==> src/rtl/imem_program_loader.sv <==
// -----------------------------------------------------------------------------
// imem_program_loader
//
// Purpose:
//   Takes abstract instruction descriptors (lw, sw, add, sub, and, or, slt,
//   beq) and encodes them to RV32I machine code. The encoded words are written
//   sequentially into instruction memory starting at word 0. The CPU is held
//   in reset until the program is completely loaded.
//
// Optional feature (macro IMEM_NOP_PAD_EN):
//   When defined, the words after the final instruction are filled with nop
//   (0x00000013) up to DEPTH-1 before the load is reported done.
//
// Ports:
//   clk, rst      clock, synchronous active-high reset
//   in_valid      descriptor valid
//   in_ready      loader can accept a descriptor
//   in_kind       0=LW 1=SW 2=ADD 3=SUB 4=AND 5=OR 6=SLT 7=BEQ
//   in_rd/rs1/rs2 register fields
//   in_imm        13-bit signed byte offset
//   in_last       descriptor is the final instruction
//   restart       pulse: start a new load from DONE or ERR
//   imem_we       single-cycle write strobe per word
//   imem_addr     word address of the write
//   imem_wdata    encoded instruction
//   cpu_hold      1 = keep the CPU in reset
//   load_done     program loaded
//   err           load aborted
//   word_count    words written so far
//   state_dbg     current FSM state (0=LOAD 1=DONE 2=ERR 3=PAD)
//
// Handshake: a descriptor transfers on a rising edge where in_valid and
// in_ready are both 1. in_ready does not depend on in_valid. The encoded word
// appears on imem_* in the following cycle, and word_count has already
// advanced in that cycle.
// -----------------------------------------------------------------------------
module imem_program_loader #(
  parameter int ADDR_W = 8,
  parameter int DEPTH  = 256
) (
  input  logic              clk,
  input  logic              rst,
  input  logic              in_valid,
  output logic              in_ready,
  input  logic [2:0]        in_kind,
  input  logic [4:0]        in_rd,
  input  logic [4:0]        in_rs1,
  input  logic [4:0]        in_rs2,
  input  logic [12:0]       in_imm,
  input  logic              in_last,
  input  logic              restart,
  output logic              imem_we,
  output logic [ADDR_W-1:0] imem_addr,
  output logic [31:0]       imem_wdata,
  output logic              cpu_hold,
  output logic              load_done,
  output logic              err,
  output logic [ADDR_W:0]   word_count,
  output logic [1:0]        state_dbg
);

  localparam logic [ADDR_W:0] DEPTH_C = (ADDR_W + 1)'(DEPTH);
  localparam logic [31:0]     NOP     = 32'h0000_0013;

  localparam logic [2:0] K_LW  = 3'd0;
  localparam logic [2:0] K_SW  = 3'd1;
  localparam logic [2:0] K_ADD = 3'd2;
  localparam logic [2:0] K_SUB = 3'd3;
  localparam logic [2:0] K_AND = 3'd4;
  localparam logic [2:0] K_OR  = 3'd5;
  localparam logic [2:0] K_SLT = 3'd6;
  localparam logic [2:0] K_BEQ = 3'd7;

  typedef enum logic [1:0] {
    S_LOAD = 2'd0,
    S_DONE = 2'd1,
    S_ERR  = 2'd2,
    S_PAD  = 2'd3
  } state_t;

  state_t              state_q, state_d;
  logic [ADDR_W:0]     wc_q, wc_d;
  logic                we_q, we_d;
  logic [ADDR_W-1:0]   addr_q, addr_d;
  logic [31:0]         wdata_q, wdata_d;
  logic                last_q, last_d;   // word currently on imem_* carried in_last
  logic                xfer;

  function automatic logic [31:0] encode(input logic [2:0]  kind,
                                         input logic [4:0]  rd,
                                         input logic [4:0]  rs1,
                                         input logic [4:0]  rs2,
                                         input logic [12:0] imm);
    logic [31:0] w;
    w = '0;
    case (kind)
      K_LW:  w = {imm[11:0], rs1, 3'b010, rd, 7'b0000011};
      K_SW:  w = {imm[11:5], rs2, rs1, 3'b010, imm[4:0], 7'b0100011};
      K_ADD: w = {7'b0000000, rs2, rs1, 3'b000, rd, 7'b0110011};
      K_SUB: w = {7'b0100000, rs2, rs1, 3'b000, rd, 7'b0110011};
      K_AND: w = {7'b0000000, rs2, rs1, 3'b111, rd, 7'b0110011};
      K_OR:  w = {7'b0000000, rs2, rs1, 3'b110, rd, 7'b0110011};
      K_SLT: w = {7'b0000000, rs2, rs1, 3'b010, rd, 7'b0110011};
      K_BEQ: w = {imm[12], imm[10:5], rs2, rs1, 3'b000, imm[4:1], imm[11], 7'b1100011};
      default: w = '0;
    endcase
    return w;
  endfunction

  // LW/SW only carry a 12-bit immediate, so bit 12 must be a sign copy of
  // bit 11. BEQ offsets are halfword aligned.
  function automatic logic imm_ok(input logic [2:0] kind, input logic [12:0] imm);
    logic ok;
    ok = 1'b1;
    if ((kind == K_LW) || (kind == K_SW)) ok = (imm[12] == imm[11]);
    else if (kind == K_BEQ)               ok = ~imm[0];
    return ok;
  endfunction

  assign in_ready = (state_q == S_LOAD) && (wc_q < DEPTH_C);
  assign xfer     = in_valid && in_ready;

  always_comb begin
    state_d = state_q;
    wc_d    = wc_q;
    we_d    = 1'b0;
    addr_d  = addr_q;
    wdata_d = wdata_q;
    last_d  = 1'b0;
    case (state_q)
      S_LOAD: begin
        if (we_q && last_q) begin
`ifdef IMEM_NOP_PAD_EN
          // Start padding right away so the nops follow without a gap.
          if (wc_q < DEPTH_C) begin
            state_d = S_PAD;
            we_d    = 1'b1;
            addr_d  = wc_q[ADDR_W-1:0];
            wdata_d = NOP;
            wc_d    = wc_q + 1'b1;
          end else begin
            state_d = S_DONE;
          end
`else
          state_d = S_DONE;
`endif
        end else if (we_q && (wc_q == DEPTH_C)) begin
          // Memory filled without seeing the final instruction.
          state_d = S_ERR;
        end else if (xfer) begin
          if (!imm_ok(in_kind, in_imm)) begin
            state_d = S_ERR;
          end else begin
            we_d    = 1'b1;
            addr_d  = wc_q[ADDR_W-1:0];
            wdata_d = encode(in_kind, in_rd, in_rs1, in_rs2, in_imm);
            last_d  = in_last;
            wc_d    = wc_q + 1'b1;
          end
        end
      end
      S_PAD: begin
        if (wc_q < DEPTH_C) begin
          we_d    = 1'b1;
          addr_d  = wc_q[ADDR_W-1:0];
          wdata_d = NOP;
          wc_d    = wc_q + 1'b1;
        end else begin
          state_d = S_DONE;
        end
      end
      S_DONE, S_ERR: begin
        if (restart) begin
          state_d = S_LOAD;
          wc_d    = '0;
        end
      end
      default: state_d = S_LOAD;
    endcase
  end

  always_ff @(posedge clk) begin
    if (rst) begin
      state_q <= S_LOAD;
      wc_q    <= '0;
      we_q    <= 1'b0;
      addr_q  <= '0;
      wdata_q <= '0;
      last_q  <= 1'b0;
    end else begin
      state_q <= state_d;
      wc_q    <= wc_d;
      we_q    <= we_d;
      addr_q  <= addr_d;
      wdata_q <= wdata_d;
      last_q  <= last_d;
    end
  end

  assign imem_we    = we_q;
  assign imem_addr  = addr_q;
  assign imem_wdata = wdata_q;
  assign word_count = wc_q;
  assign cpu_hold   = (state_q != S_DONE);
  assign load_done  = (state_q == S_DONE);
  assign err        = (state_q == S_ERR);
  assign state_dbg  = state_q;

endmodule

==> config.mk <==
export PLATFORM = sky130hd
export DESIGN_NAME = imem_program_loader
export DESIGN_NICKNAME = d
export VERILOG_FILES = /design/src/rtl/imem_program_loader.sv
export SDC_FILE = /design/constraint.sdc
export NUM_CORES = 1
export LEC_CHECK = 0
export ABC_AREA = 0
export CAP_MARGIN = 20
export CORE_ASPECT_RATIO = 0.6
export CORE_MARGIN = 1.5
export CORE_UTILIZATION = 25
export DETAILED_ROUTE_END_ITERATION = 8
export GPL_ROUTABILITY_DRIVEN = 1
export HOLD_SLACK_MARGIN = 0.12
export PLACE_DENSITY_LB_ADDON = 0.2
export SYNTH_ARGS = -nofsm -noshare
export SYNTH_HDL_FRONTEND = slang
export SYNTH_SLANG_ARGS = --single-unit
==> constraint.sdc <==
create_clock -name clk -period 2.1 [get_ports clk]
set_input_delay 0.21 -clock clk [delete_from_list [all_inputs] [get_ports clk]]
set_output_delay 0.21 -clock clk [all_outputs]
set_load 0.02 [all_outputs]
==> results.json, run 1 <==
{
  "status": "complete, no violations",
  "fmax_mhz": 504.1,
  "setup_viol": 0,
  "cts_max_path_buffers": 2,
  "grt_max_degree": 35,
  "cp-end-kind": "register",
  "hold_path_class": "input port to register",
  "ctsResizeCount": 0,
  "syn_inst": 303,
  "post-route-min-period_ps": 1984,
  "ios": 92,
  "post_cts_buffers": 0,
  "first_pass_iters": 4,
  "fin_util_pct": 40.17,
  "drv_cap": 0,
  "tns_ps": 0,
  "cts_num_sinks": 50,
  "nets": 444,
  "grt_overflow_total": 0,
  "synth-seq-cells": 50,
  "tightest_slew_ps": 655.9,
  "initial_utilization_pct": 26.39,
  "hold_viol_final": 0,
  "antenna_found_initial": 0,
  "clk_pin_slew_ps": 70,
  "place.gp.congestion": 0.8080,
  "grt_pass1_wl_mm": 12.45,
  "final_common_cell": "clkdlybuf4s50_1",
  "io_buffers": 89,
  "viasPerCell": 4.688,
  "worstPathMaxFanout": 6,
  "synth_cell_types": 50,
  "yosysWarnings": 0,
  "worstSetupPathType": "register to register",
  "die_w_um": 131.8,
  "ir_worst_vdd_mv": 0.4856,
  "rsz0062_at_grt": "false",
  "cts_tree": "built",
  "cp.arrival_ps": 2200,
  "core_um2": 9425,
  "cts_buffers": 5,
  "power.density_nw_per_um2": 1284,
  "via_count": 2494,
  "crit_required_ps": 2310,
  "drive_above_1_share_pct": 11.69,
  "dp_hpwl_mm": 5.647,
  "drc": 0,
  "syn_avg_cell_area_um2": 8.209,
  "syn_area_um2": 2487,
  "power.leakage_nw": 1.361,
  "insertedDiodeCount": 0,
  "max_slew_margin_pct": 56.27,
  "clkLatencyLatePin_ps": 290,
  "grt_pass1_vias": 2336,
  "drt-initial-drc-count": 126,
  "layout_common_cells": "87 x clkdlybuf4s50_1, 56 x nand2_1, 50 x dfxtp_1",
  "finalCritPeriodShare_pct": 94.47,
  "slew_violations": 0,
  "die_area_um2": 10580,
  "syn2layout_area_growth_pct": 52.21,
  "die_h_um": 80.27,
  "floorplan.rows": 27,
  "drt-total-wl_mm": 7.602,
  "wl_per_cell_um": 14.29,
  "cts.htree.levels": 2,
  "clock_skew_ps": 4.767,
  "ant_nets": 0,
  "ys_seq_area_share_pct": 40.24,
  "holdBufCountCts": 0,
  "crit_path_start_kind": "register",
  "cts-root-buf": "clkbuf_16",
  "grt_use_total_pct": 14.87
}
-- worst max-delay path, cell delays in order, from the launching register on --
cell,delay (ps)
dfxtp_1,310
buf_4,140
ha_1,220
o21a_1,190
a211oi_2,220
nand2_2,140
buf_4,180
or3_1,340
a21oi_1,170
-- final cells by class --
| type | count | area (um2) |
|---|---|---|
| fillers | 975 | 5639 |
| multi-input cells | 220 | 1304 |
| repair buffers | 116 | 1141 |
| flip-flops and latches | 50 | 1001 |
| well taps | 130 | 162.7 |
| clock buffers | 7 | 142.6 |
| inverters | 8 | 30.03 |
| clock inverters | 1 | 5.005 |
-- worst paths after layout --
check / from / end / slack [ps] / cells after the start
worst max register to register: state_dbg[1] / imem_wdata[20] / 120 / 8
worst min-delay path: rst / imem_wdata[1] / 440 / 2
worst min register to register: imem_wdata[16] / imem_wdata[16] / 450 / 2
worst max-delay path: state_dbg[1] / imem_wdata[20] / 120 / 8
-- metrics by stage --
step	hold slack, ps	setup slack, ps	std cells	power [mW]	cell area, um2
after CTS	438.7	26.34	532	4.899	3779
after global placement	437.3	54.58	524	4.030	3631
after global routing	472.1	12.04	532	5.235	3786
final	441.2	116.1	532	4.862	3786
after floorplan	361.9	21.43	304	2.832	2491
after detailed placement	445.0	-4.550	524	4.046	3631
-- registers in the layout, summed over array words and instances (netlist names) --
| name | cells |
|---|---|
| imem_addr | 8 |
| imem_wdata | 29 |
| imem_we | 1 |
| last_q | 1 |
| state_dbg | 2 |
| word_count | 9 |
-- cell usage after synthesis, drive strengths merged --
cell type	number	area share, %
or3b	1	0.35
nor2b	2	0.50
o21a	3	0.91
nand3b	5	1.5
a311oi	3	1.1
o41ai	1	0.35
ha	7	3.5
nand2	57	8.7
a21bo	2	0.80
nand3	9	1.8
nor3b	1	0.30
a211o	1	0.35
a31o	1	0.35
nand2b	2	0.50
o21ai	7	1.6
xor2	1	0.35
o22ai	1	0.25
or2	1	0.25
a21boi	1	0.45
clkbuf	10	1.5
or4b	1	0.40
nand4	2	0.50
or4	1	0.30
a211oi	8	2.6
a2111oi	1	0.35
nor3	3	0.60
a32oi	1	0.65
a22oi	2	0.60
a41oi	2	0.70
or3	13	3.3
buf	16	5.0
and2	3	0.75
nor4b	2	0.70
inv	8	1.2
conb	1	0.15
a21oi	47	9.5
a31oi	2	0.50
dfxtp	50	40
nor2	12	2.0
mux2i	9	3.6
and3	3	0.96
-- kinds of logic after synthesis --
logic type,synth area share (%)
multiplexers,3.622
other,0.1508
XOR/XNOR,0.3522
AND/OR/NAND/NOR,23.44
AO/OA/AOI/OAI,20.98
buffers and inverters,7.696
flip-flops,40.24
adder cells (fa/ha/maj),3.521
-- per-layer routing --
layer / GRT usage (%) / wire [um] / vias up
li1: - / - / 1253
met1: 22.36 / 4142 / 1156
met4: 3.444 / 52 / 0
met5: 0 / 0 / -
met3: 5.366 / 542 / 7
met2: 19.37 / 2865 / 78
-- power breakdown --
part	switching [mW]	total, mW	internal, mW
clock	0.359	0.833	0.474
combinational	1.48	2.74	1.26
sequential	0.138	1.29	1.15
total	1.98	4.86	2.89
Note: power is estimated with default switching activity, not from simulation.
==> run 2, diff against run 1 <==
--- a/config.mk
+++ b/config.mk
@@ -8,12 +8,13 @@
 export ABC_AREA = 0
 export CAP_MARGIN = 20
 export CORE_ASPECT_RATIO = 0.6
-export CORE_MARGIN = 1.5
+export CORE_MARGIN = 10
 export CORE_UTILIZATION = 25
 export DETAILED_ROUTE_END_ITERATION = 8
 export GPL_ROUTABILITY_DRIVEN = 1
 export HOLD_SLACK_MARGIN = 0.12
 export PLACE_DENSITY_LB_ADDON = 0.2
+export SLEW_MARGIN = 25
 export SYNTH_ARGS = -nofsm -noshare
 export SYNTH_HDL_FRONTEND = slang
 export SYNTH_SLANG_ARGS = --single-unit
==> run 2 against run 1 <==
Final cell count grew 0.19%. Core utilization is 1.7 points lower. Routed wire length rose by 7.6%. Count of clock-buffer cells in the layout is the same. Fmax increased by 3.4%. Setup slack better by 65 ps. Sequential power barely moved. Design area decreased by 0.69%. Clock skew up 1.5 ps.
==> results.json, run 2 (synthesis results as in run 1) <==
{
  "status": "complete, no violations",
  "fin_util_pct": 38.47,
  "cts_num_sinks": 50,
  "cp_slowest_stage_delay_ps": 470,
  "ir_worst_vdd_mv": 0.5612,
  "cts_tree": "built",
  "worstPathMaxFanout": 27,
  "rrSetupSlack_ps": 180,
  "path_common_cell": "buf_4",
  "cp-end-kind": "register",
  "drt-total-wl_mm": 8.176,
  "via_count": 2426,
  "drc": 0,
  "whs_path_depth": 2,
  "fillers": 1008,
  "grt_overflow_total": 0,
  "grt_use_total_pct": 11.23,
  "viasPerCell": 4.552,
  "cts-root-buf": "clkbuf_16",
  "r2r-end": "word_count[6]",
  "layout_common_cells": "87 x clkdlybuf4s50_1, 56 x nand2_1, 50 x dfxtp_1",
  "first_pass_iters": 4,
  "regArea_um2": 1001,
  "crit_required_ps": 2320,
  "finalCritPeriodShare_pct": 91.36,
  "syn2layout_area_growth_pct": 51.16,
  "power.leakage_nw": 1.340,
  "ios": 92,
  "ctsResizeCount": 0,
  "power_mw": 4.795,
  "hold_path_class": "input port to register",
  "nets": 440,
  "die_h_um": 97.27,
  "p_switching_mw": 1.950,
  "grt_pass1_wl_mm": 13.19,
  "cts.htree.levels": 2,
  "drv_cap": 0,
  "ant_nets": 0,
  "cts_buffers": 5,
  "initial_utilization_pct": 25.45,
  "critPathBufInv": 2,
  "power.internal_mw": 2.845,
  "cts_max_path_buffers": 2,
  "seqPwrFrac_pct": 26.6,
  "fmax_mhz": 521.2,
  "wl_per_cell_um": 15.34,
  "worstReg2RegStart": "state_dbg[0]",
  "tightest_slew_ps": 582.9,
  "holdPathEnd": "imem_wdata[1]",
  "multi_input_area_um2": 1301,
  "switching_share_pct": 40.67,
  "core_um2": 9774,
  "max_slew_margin_pct": 61.14,
  "tns_ps": 0,
  "hold_path_startpoint": "rst",
  "path_cells": "buf_4 > ha_1 > buf_4 > nor2_1 > o21ai_2 > or4_1 > a31oi_1",
  "fin_ws_ps": 181.3,
  "power_frac_clock_pct": 17.1,
  "hold_viol_final": 0,
  "cp_top_family": "simple AND/OR/NAND/NOR gates",
  "place.gp.congestion": 0.7919,
  "drt-initial-drc-count": 141,
  "clk_pin_slew_ps": 70,
  "clock_skew_ps": 6.276,
  "dp_hpwl_mm": 6.213,
  "final_common_cell": "clkdlybuf4s50_1",
  "largest_reg_flops": 29,
  "drive_above_1_share_pct": 10.55,
  "post-route-min-period_ps": 1919,
  "rsz0062_at_grt": "false",
  "reg2reg_depth": 7,
  "holdBufCountCts": 0,
  "slew_violations": 0,
  "floorplan.rows": 28,
  "insertedDiodeCount": 0,
  "io_buffers": 89,
  "dp_slack_ps": 19.77,
  "worstSetupPathType": "register to register",
  "setup_viol": 0,
  "antenna_found_initial": 0,
  "die_area_um2": 14470,
  "post_cts_buffers": 0,
  "power.density_nw_per_um2": 1275,
  "cp.arrival_ps": 2130,
  "clkLatencyLatePin_ps": 290,
  "cp_slowest_cell": "or4_1",
  "grt_pass1_vias": 2414,
  "die_w_um": 148.8,
  "grt_max_degree": 30,
  "crit_path_start_kind": "register",
  "combPwrFrac_pct": 56.4
}
## run 2: routing by layer
metal | GRT usage, % | routed length (um)
met5 | 0 | 0
met4 | 1.803 | 26
met3 | 5.023 | 764
met2 | 16.32 | 3377
met1 | 15.05 | 4007
## run 2: worst max-delay path by stage
stage / startpoint / end / cells past startpoint
after floorplan: state_dbg[0] / imem_wdata[21] / 8
after global placement: in_kind[2] / imem_wdata[24] / 8
after detailed placement: in_valid / imem_wdata[9] / 7
after CTS: state_dbg[1] / in_ready / 5
after global routing: state_dbg[0] / imem_wdata[23] / 8
final: state_dbg[0] / word_count[6] / 7
## run 2: power by group through the flow
stage          clock (mW)  combinational (mW)  sequential (mW)
2_1_floorplan           0                1.30             1.53
3_3_place_gp            0                2.71             1.29
3_5_place_dp            0                2.70             1.29
4_1_cts             0.855                2.71             1.27
5_1_grt             0.914                2.98             1.30
6_report            0.818                2.70             1.27
## run 2: through the flow
stage | hold WS, ps | cells | area, um2
after CTS | 409.0 | 533 | 3755
after detailed placement | 442.6 | 525 | 3607
after global placement | 438.7 | 525 | 3607
after floorplan | 361.9 | 304 | 2491
final | 415.0 | 533 | 3760
after global routing | 461.3 | 533 | 3760
## run 2: final cells by class
cell class | instances | area share (%)
multi-input cells | 220 | 34.61
repair buffers | 112 | 29.55
flip-flops and latches | 50 | 26.62
well taps | 135 | 4.493
clock buffers | 7 | 3.794
inverters | 8 | 0.7987
clock inverters | 1 | 0.1331
